`config.mk`:
```
export PLATFORM = sky130hd
export DESIGN_NAME = serial_addsub
export DESIGN_NICKNAME = d
export VERILOG_FILES = /design/src/rtl/serial_arith_pkg.sv /design/src/rtl/serial_fa_lane.sv /design/src/rtl/serial_addsub.sv
export SDC_FILE = /design/constraint.sdc
export NUM_CORES = 1
export LEC_CHECK = 0
export ABC_AREA = 0
export CORE_MARGIN = 4
export CORE_UTILIZATION = 40
export DETAILED_ROUTE_END_ITERATION = 12
export GPL_TIMING_DRIVEN = 0
export PLACE_DENSITY = 0.69
export SLEW_MARGIN = 20
export SYNTH_ARGS = -nofsm -noshare
export SYNTH_HDL_FRONTEND = slang
export SYNTH_SLANG_ARGS = --single-unit
```
`constraint.sdc`:
```
create_clock -name clk -period 1.8 [get_ports clk]
set_clock_uncertainty 0.05 [all_clocks]
set_input_delay 0.27 -clock clk [delete_from_list [all_inputs] [get_ports clk]]
set_output_delay 0.27 -clock clk [all_outputs]
set_load 0.02 [all_outputs]
```
`src/rtl/serial_arith_pkg.sv`:
```
// rtl/serial_arith_pkg.sv - shared types and constants for the serial add/sub datapath
package serial_arith_pkg;

  typedef enum logic {
    IDLE = 1'b0,
    RUN  = 1'b1
  } state_e;

  localparam logic MODE_ADD = 1'b0;
  localparam logic MODE_SUB = 1'b1;

  function automatic int cnt_w(input int word_w);
    return $clog2(word_w);
  endfunction

endpackage

```
`src/rtl/serial_fa_lane.sv`:
```
// rtl/serial_fa_lane.sv - one bit-serial full-adder lane with its own carry and word-end flags
module serial_fa_lane
  import serial_arith_pkg::*;
(
  input  logic clk,
  input  logic rst,
  input  logic x,
  input  logic y,
  input  logic mode,
  input  logic first,
  input  logic en,
  input  logic last,
  input  logic clr_i,
  output logic sum,
  output logic carry_out,
  output logic ovf
);

  logic carry_q, carry_d;
  logic sum_q, sum_d;
  logic cout_q, cout_d;
  logic ovf_q, ovf_d;
  logic c_in, yy, c_nxt;

  always_comb begin
    // Bit 0 takes its carry-in from the mode so subtraction gets the +1 of ~y + 1.
    c_in    = first ? mode : carry_q;
    yy      = y ^ mode;
    c_nxt   = (x & yy) | (c_in & (x ^ yy));
    carry_d = carry_q;
    sum_d   = 1'b0;
    cout_d  = cout_q;
    ovf_d   = ovf_q;
    if (en) begin
      carry_d = c_nxt;
      sum_d   = x ^ yy ^ c_in;
    end
    if (first) begin
      cout_d = 1'b0;
      ovf_d  = 1'b0;
    end
    if (en && last) begin
      cout_d = c_nxt;
      ovf_d  = c_in ^ c_nxt;
    end
    if (clr_i) begin
      carry_d = 1'b0;
      sum_d   = 1'b0;
      cout_d  = 1'b0;
      ovf_d   = 1'b0;
    end
  end

  always_ff @(posedge clk) begin
    if (rst) begin
      carry_q <= 1'b0;
      sum_q   <= 1'b0;
      cout_q  <= 1'b0;
      ovf_q   <= 1'b0;
    end else begin
      carry_q <= carry_d;
      sum_q   <= sum_d;
      cout_q  <= cout_d;
      ovf_q   <= ovf_d;
    end
  end

  assign sum       = sum_q;
  assign carry_out = cout_q;
  assign ovf       = ovf_q;

endmodule

```
`src/rtl/serial_addsub.sv`:
```
// rtl/serial_addsub.sv - multi-lane framed bit-serial adder/subtractor: word FSM, bit counter, lanes
module serial_addsub
  import serial_arith_pkg::*;
#(
  parameter int WORD_W = 8,
  parameter int LANES  = 1
) (
  input  logic             clk,
  input  logic             rst,
  input  logic             clr,
  input  logic             start,
  input  logic             sub,
  input  logic [LANES-1:0] x,
  input  logic [LANES-1:0] y,
  output logic [LANES-1:0] sum,
  output logic             sum_vld,
  output logic             sum_last,
  output logic             busy,
  output logic [LANES-1:0] carry_out,
  output logic [LANES-1:0] ovf
);

  localparam int CW = cnt_w(WORD_W);

  state_e        state_q, state_d;
  logic [CW-1:0] cnt_q, cnt_d;
  logic          mode_q, mode_d;
  logic          vld_q, vld_d;
  logic          last_q, last_d;
  logic          accept, en, msb, mode_eff;

  always_comb begin
    accept   = (state_q == IDLE) && start && !clr;
    msb      = (state_q == RUN) && (cnt_q == CW'(WORD_W - 1));
    en       = accept || ((state_q == RUN) && !clr);
    mode_eff = accept ? (sub ? MODE_SUB : MODE_ADD) : mode_q;
    state_d  = state_q;
    cnt_d    = cnt_q;
    mode_d   = mode_q;
    vld_d    = 1'b0;
    last_d   = 1'b0;
    if (clr) begin
      state_d = IDLE;
      cnt_d   = '0;
      mode_d  = MODE_ADD;
    end else if (accept) begin
      state_d = RUN;
      cnt_d   = CW'(1);
      mode_d  = mode_eff;
      vld_d   = 1'b1;
    end else if (state_q == RUN) begin
      vld_d   = 1'b1;
      last_d  = msb;
      cnt_d   = msb ? '0 : cnt_q + CW'(1);
      state_d = msb ? IDLE : RUN;
    end
  end

  always_ff @(posedge clk) begin
    if (rst) begin
      state_q <= IDLE;
      cnt_q   <= '0;
      mode_q  <= MODE_ADD;
      vld_q   <= 1'b0;
      last_q  <= 1'b0;
    end else begin
      state_q <= state_d;
      cnt_q   <= cnt_d;
      mode_q  <= mode_d;
      vld_q   <= vld_d;
      last_q  <= last_d;
    end
  end

  assign sum_vld  = vld_q;
  assign sum_last = last_q;
  assign busy     = (state_q == RUN);

  for (genvar i = 0; i < LANES; i++) begin : g_lane
    serial_fa_lane u_lane (
      .clk       (clk),
      .rst       (rst),
      .x         (x[i]),
      .y         (y[i]),
      .mode      (mode_eff),
      .first     (accept),
      .en        (en),
      .last      (msb),
      .clr_i     (clr),
      .sum       (sum[i]),
      .carry_out (carry_out[i]),
      .ovf       (ovf[i])
    );
  end

endmodule

```
==> metrics.yaml <==
status: "finished, violations left"
violations: "setup timing"
rows: 12
port_buffers: 12
worstSetupEndpointType: "flip-flop"
period_share: 1.01
dp_hpwl_um: 789
drc: 0
htree_levels: 1
design_area_um2: 722
clkLatencyLatePin_ps: 270
cts_max_path_buffers: 2
fp.dieArea_um2: 1970
path_clk_slew_ps: 60
arrival_ps: 1940
cts_tree: "done"
crit_path_start: "busy"
viasPerCell: 5.19
cp_data_required_time_ps: 1920
synth_cell_types: 26
nets: 82
synth-main-ff-cell: "dfxtp_1"
avgSynthCellArea_um2: 10.0
ys_seq_area_frac: 0.415
synth.most_common_cell: "dfxtp_1"
synth_cells: 53
finalMaxSlewViolations: 0
vias: 441
synth_top_area_share: 0.415
period_needed_ps: 1830
numCtsBuffers: 3
fp.dieH_um: 44.4
min_path_type: "reg -> reg"
yosysTopAreaCell: "dfxtp_1"
track_usage: 0.143
rsz0062_at_grt: "yes"
min_to: "g_lane[0].u_lane.carry_q"
antenna_found_initial: 0
grt_pass1_vias: 456
max_freq_mhz: 548
synthTopCellsByArea: "dfxtp_1, a21oi_1, nor2_1"
clock-sinks: 11
die_w_um: 44.4
drt_iter0_drc: 7
setup_viol: 2
synth-seq-cells: 11
worstMarginPinSlew_ps: 232
holdPathStages: 2
root_buffer: "clkbuf_4"
synth-async-reset-ratio: 0
wire_per_inst_um: 12.8
grt_overflow: 0
drive_above_1_share: 0.254
io_pins: 13
intPower_uw: 384
final.setup.tns_ps: -33.6
grt_max_degree: 11
syn_to_final_growth_pct: 36.1
setup_ws_ps: -25.9
ant_nets: 0
irDropWorstVdd_uv: 470
initial_core_util: 0.453
crit_path_start_kind: "flip-flop"
synth_edf_count: 0
relSlewSlack: 0.845
synth_nets: 63
switching_share: 0.242
reg2reg_slack_ps: -30
critPathKind: "reg -> reg"
dr.pass1.iters: 4
p_clk_frac: 0.325
place_congestion: 0.760
grt_pass1_wl_mm: 1.97
finalHoldViolCount: 0
diodes: 0
p_comb_frac: 0.176
timing.rr.start: "busy"
synth_warnings: 0
place_area_um2: 672
p_per_area_nw_per_um2: 702
core-area_um2: 1170
wl_mm: 1.09
syn-cell-area_um2: 531
cp_max_fo: 3
switching_power_uw: 123
p_seq_frac: 0.499
yosys-top-cells-count: "dfxtp_1, nor2_1, a21oi_1, nand2_1"
cap_violations: 0
p_leak_nw: 0.277
hold_start: "g_lane[0].u_lane.carry_q"
rr_endpoint: "g_lane[0].u_lane.carry_out"
worstRegToRegCells: 8
## kinds of logic after synthesis
family | synth area share
fa+ha+maj | 0.0849
buf+inv | 0.0542
simple gates | 0.229
xor+xnor | 0.0330
compound gates | 0.118
mux | 0.0660
flops | 0.415
## worst max-delay path by stage
stage | to | slack [ps] | cells after the start
3_3_place_gp | g_lane[0].u_lane.carry_out | -630 | 9
3_5_place_dp | g_lane[0].u_lane.carry_out | -650 | 9
5_1_grt | g_lane[0].u_lane.carry_out | -110 | 8
4_1_cts | g_lane[0].u_lane.carry_out | -10 | 8
6_report | g_lane[0].u_lane.carry_out | -30 | 8
2_1_floorplan | g_lane[0].u_lane.carry_out | 50 | 8
## placed cells by master (no fill, tap or decap), drive strengths merged, types with 2 or more instances in the layout
cell type      netlist  final
buf                  1      3
mux2i                2      2
clkdlybuf4s50        0     10
nand2                3      3
a21oi                6      6
nor3b                2      2
clkbuf               1      5
ha                   2      2
dfxtp               11     11
nor2                 8      8
xnor2                2      2
## flip-flops by register name (all words and copies together), names as in the netlist
signal / flops
cnt_q: 3
g_lane.u_lane.carry_out: 1
g_lane.u_lane.ovf: 1
busy: 1
sum_last: 1
g_lane.u_lane.sum: 1
mode_q: 1
sum_vld: 1
g_lane.u_lane.carry_q: 1
## final cells by class
cell class                 instances  area (um^2)
clock buffer                       4         26.3
buffer                             2         25.0
multi-input combinational         39          290
inverter                           1         3.75
sequential                        11          224
tap                               14         17.5
timing repair buffer              14          135
fill                             115          449
## worst max-delay path: stages, from the launching register on
cell and delay (ps):
dfxtp_4 350, nor3b_4 240, mux2i_2 270, xnor2_1 120, fa_2 380, nand2_1 80, o22ai_1 60, a21oi_1 130
nor2_1 50
## per-layer routing
| metal | part of all wire | up-vias | track usage |
|---|---|---|---|
| li1 | - | 218 | - |
| met1 | 0.42 | 202 | 0.172 |
| met3 | 0.065 | 4 | 0.0610 |
| met4 | 0.023 | 0 | 0.0723 |
| met2 | 0.50 | 17 | 0.215 |
| met5 | 0 | - | 0 |
## per-stage QoR
step / instances / util / worst slack [ps] / hold slack (ps) / power [mW]
2_1_floorplan: 53 / - / 50.9 / 364 / 0.309
3_3_place_gp: 79 / 0.574 / -635 / 399 / 0.339
3_5_place_dp: 79 / 0.574 / -652 / 405 / 0.342
4_1_cts: 85 / 0.611 / -10.5 / 415 / 0.509
5_1_grt: 85 / 0.616 / -107 / 440 / 0.539
6_report: 85 / 0.616 / -25.9 / 409 / 0.507
## repair_timing
action / in CTS / in global routing
buffers inserted: 2 / 0
endpoints found under the setup margin: 4 / 4
hold buffers: 0 / 0
resized for setup: 5 / 2
pin swaps: 4 / 1
## power groups by stage
stage	clock network (mW)	registers [mW]	logic (mW)
finish	0.165	0.253	0.0890
global route	0.187	0.254	0.0978
CTS	0.171	0.253	0.0851
detailed placement	0	0.261	0.0809
global placement	0	0.260	0.0794
floorplan	0	0.264	0.0447
(Power assumes the default switching activity.)
==> RTL change 1, RTL diff (same settings) <==
Set the parameter `WORD_W` to 7 (it was 8).
--- a/src/rtl/serial_addsub.sv
+++ b/src/rtl/serial_addsub.sv
@@ -3,5 +3,5 @@
   import serial_arith_pkg::*;
 #(
-  parameter int WORD_W = 8,
+  parameter int WORD_W = 7,
   parameter int LANES  = 1
 ) (
Function: changed (Yosys sat finds a counterexample within 10 cycles, from zero or initial values).
==> RTL change 1 against the unedited design <==
The flow still finishes with violations (negative setup slack). Total power down 3.7%. Sequential cell count did not move. Design area shrank 5.5%. Setup slack worse by 40 ps. Routed wire length decreased by 7.5%. Synthesized area shrank 6.4%. Die area fell by 5.2%. Highest routed layer unchanged.
==> RTL change 1: results (changes against the unedited design) <==
[status]
status=complete, but fails checks
violations=negative setup slack

[setup_path]
crit_path_top_delay_cell=or3b_4
critPathMaxFanout=3  ; unchanged
critPathArrivalTime_ps=1960  ; +20 ps
cpPeakStageDelay_ps=400  ; +20 ps

[cells_and_area]
nets=83  ; +1.2%
multi_input_comb_area_um2=265  ; -8.6%
drive_gt1_frac=0.167  ; -0.0869
n_fill_cell=117  ; +1.7%

[placement]
hpwlAfterDp_um=735  ; -6.9%
place_ws_ps=-719  ; -66.9 ps
placedCellCount=80  ; +1.3%
routabilityCongestion=0.766  ; +0.74%
placed_cell_area_um2=638  ; -5.0%

[routing]
viasPerCell=4.99  ; -3.9%
drt_wl_total_mm=1.00  ; -7.5%

[timing]
tns_ps=-123  ; -89.4 ps
finalSetupViolCount=2  ; unchanged
finalWorstSetupSlack_ps=-66.1  ; -40.3 ps
relSlewSlack=0.746  ; -0.0991

[yosys]
synth_commonest_cells=11 x dfxtp_1, 6 x a21oi_1, 5 x nor2_1
synth_cell_types=24  ; -7.7%
synth_top_cells_by_area=dfxtp_1 44%, a21oi_1 6.0%, ha_1 5.0%
postSynthAreaPerCell_um2=9.20  ; -8.1%
synth_fp_nets=64  ; +1.6%

[grt]
grt_max_degree=11  ; unchanged
grt_first_pass_wirelength_mm=1.88  ; -4.9%
grtUsageTotal=0.142  ; -0.000866
grt_pass1_vias=439  ; -3.7%

[pwr]
clockPowerShare=0.345  ; +0.020
power.switching_w=0.000116  ; -5.8%
worst_ir_drop_vdd_uv=486  ; +3.5%
total_leakage_power_nw=0.255  ; -8.0%
p_seq_frac=0.515  ; +0.016
swShare=0.237  ; -0.00524

## RTL change 1: cells by family (layout without fill, tap and decap cells)
kind of cell,count (synthesis),count (layout),synth area share
xor+xnor,2,2,0.0353
compound gates,9,9,0.0932
buf+inv,4,22,0.0327
mux,3,3,0.0705
simple gates,22,22,0.234
flops,11,11,0.443
fa+ha+maj,3,3,0.0907
## RTL change 1: metal layers
metal  vias up  share of wire  global-route usage
met5         -              0                   0
met4         0          0.014              0.0723
met3         2          0.074              0.0805
met2        14           0.47               0.227
met1       195           0.44               0.145
li1        218              -                   -
## RTL change 1: critical path, delay by kind of cell (launching register included)
family                     cells  cell delay [ps]
and+or+nand+nor                2              470
muxes                          1              230
adders and majority gates      1              370
xor gates and xnor gates       2              260
AOI/OAI and AO/OA              1               50
DFF                            1              320
## RTL change 1: final timing paths
path / startpoint / depth (start not counted) / slack, ps / endpoint
worst max-delay path: busy$_SDFF_PP0_ / 7 / -70 / g_lane[0].u_lane.ovf$_SDFFE_PP0P_
worst min-delay path: g_lane[0].u_lane.ovf$_SDFFE_PP0P_ / 2 / 420 / g_lane[0].u_lane.ovf$_SDFFE_PP0P_
worst max register to register: busy$_SDFF_PP0_ / 7 / -70 / g_lane[0].u_lane.ovf$_SDFFE_PP0P_
worst min register to register: g_lane[0].u_lane.ovf$_SDFFE_PP0P_ / 2 / 420 / g_lane[0].u_lane.ovf$_SDFFE_PP0P_
## RTL change 1: final cells by class
cell class	instances	share of cell area
Multi-Input combinational cell	39	0.389
Inverter	1	0.00550
Tap cell	14	0.0257
Clock buffer	4	0.0385
Buffer	2	0.0110
Timing Repair Buffer	15	0.206
Sequential cell	11	0.325
## RTL change 1: timing repair
action,CTS,global route
resized for setup,3,0
pin swaps,5,1
setup endpoints to repair,4,4
setup buffers,3,0
==> RTL change 2, RTL diff (same flow settings) <==
Made on the original files. Reset style: asynchronous (`rst`), changed in 2 clocked blocks.
--- a/src/rtl/serial_fa_lane.sv
+++ b/src/rtl/serial_fa_lane.sv
@@ -52,5 +52,5 @@
   end
 
-  always_ff @(posedge clk) begin
+  always_ff @(posedge clk or posedge rst) begin
     if (rst) begin
       carry_q <= 1'b0;
--- a/src/rtl/serial_addsub.sv
+++ b/src/rtl/serial_addsub.sv
@@ -57,5 +57,5 @@
   end
 
-  always_ff @(posedge clk) begin
+  always_ff @(posedge clk or posedge rst) begin
     if (rst) begin
       state_q <= IDLE;
Behaviour: differs if rst is asserted again (counterexample within 4 cycles, from zero or initial values and one cycle with rst high); with rst held inactive, the same outputs for 10 cycles.
==> RTL change 2 against the unedited design <==
The run still ends with negative setup slack left. Synthesized area increased by 1.9%. Sequential share of layout area increased by 5.0 points. Final cell count decreased by 1.2%. Sequential power increased by 7%. Setup slack got worse by 130 ps. Sequential cell count unchanged. Non-clock buffer count decreased by 1. Total power increased by 10%. Critical path depth decreased by 2. Design area increased by 6.2%. Synthesized cell count unchanged. Routed wire length increased by 3.7%. Core utilization increased by 3.0 points. Critical path type unchanged. Critical endpoint is now g_lane[0].u_lane.carry_out$_DFFE_PP0P_. Largest power group unchanged.
==> RTL change 2: results (changes against the unedited design) <==
[status]
status=complete, but fails checks
violations=negative setup slack

[setup_path]
reg2reg_from=busy$_DFF_PP0_
reg2reg_to=g_lane[0].u_lane.carry_out$_DFFE_PP0P_
crit_path_top_delay_cell=dfrtp_2
critPathTopFamily=simple AND/OR/NAND/NOR gates
worst-r2r-cell-count=6  ; -2
cpPeakStageDelay_ps=430  ; +50 ps

[grt]
grt_pass1_vias=423  ; -7.2%
grt_first_pass_wirelength_mm=1.86  ; -5.9%
use_met3=0.0239  ; -0.0371
grt_max_degree=12  ; +1
grtUsageTotal=0.132  ; -0.0103
grtUsageMet2=0.221  ; +0.00551

[pwr]
pg_seq_w=0.000270  ; +7%
pg_comb_w=0.000122  ; +37%

[worst_hold_path]
hp-class=input pin to async pin

[timing]
finalWorstSetupSlack_ps=-151  ; -125 ps
timing.hold.ws_ps=245  ; -164 ps
finalSetupViolCount=4  ; +2
tns_ps=-490  ; -457 ps

[placement]
hpwlAfterDp_um=805  ; +2.1%
placed_cell_area_um2=703  ; +4.7%
routabilityCongestion=0.739  ; -2.9%
place_ws_ps=-677  ; -24.2 ps

[yosys]
async_flop_share=1.00  ; +1.00
postSynthAreaPerCell_um2=10.2  ; +1.9%
yosysSeqAreaShare=0.509  ; +0.0942
synth_top_cells_by_area=dfrtp_1 51%, a21oi_1 6.5%, nor2_1 5.6%
synth_commonest_cells=11 x dfrtp_1, 8 x nor2_1, 7 x a21oi_1
muxShareOfSynthArea=0.0185  ; -0.0475
ys.flop_type=dfrtp_1
synth_cell_types=24  ; -7.7%

[routing]
m1WireLength_um=478  ; +6.0%
vias=427  ; -3.2%
drt_wl_total_mm=1.13  ; +3.7%

[cells_and_area]
seq_area_um2=277  ; +23%
n_fill_cell=111  ; -3.5%
multi_input_comb_area_um2=305  ; +5.2%
clockNetworkAreaShare=0.0343  ; -0.00214
multi_input_area_share=0.398  ; -0.00404
buf_share=0.175  ; -0.0473

==> RTL change 2: cell types whose count changed in the layout (fill, tap and decap cells not counted), moves of 2 or more <==
cell and change:
dfrtp_1 +10, dfxtp_1 -10, a21oi_2 +3, a21oi_1 -2, or2_4 +2
==> RTL change 2: worst min path at each step <==
stage | from | end | cells past startpoint
3_3_place_gp | g_lane[0].u_lane.ovf$_DFFE_PP0P_ | g_lane[0].u_lane.ovf$_DFFE_PP0P_ | 2
3_5_place_dp | g_lane[0].u_lane.ovf$_DFFE_PP0P_ | g_lane[0].u_lane.ovf$_DFFE_PP0P_ | 2
6_report | rst | cnt_q[0]$_DFFE_PP0P_ | 2
4_1_cts | rst | sum_vld$_DFF_PP0_ | 2
2_1_floorplan | rst | cnt_q[0]$_DFFE_PP0P_ | 1
5_1_grt | rst | sum_last$_DFF_PP0_ | 2
==> RTL change 2: timing repair <==
item / CTS / global route
pin swaps: 4 / 4
endpoints found under the setup margin: 4 / 4
resized for setup: 6 / 1
buffers inserted: 1 / 0
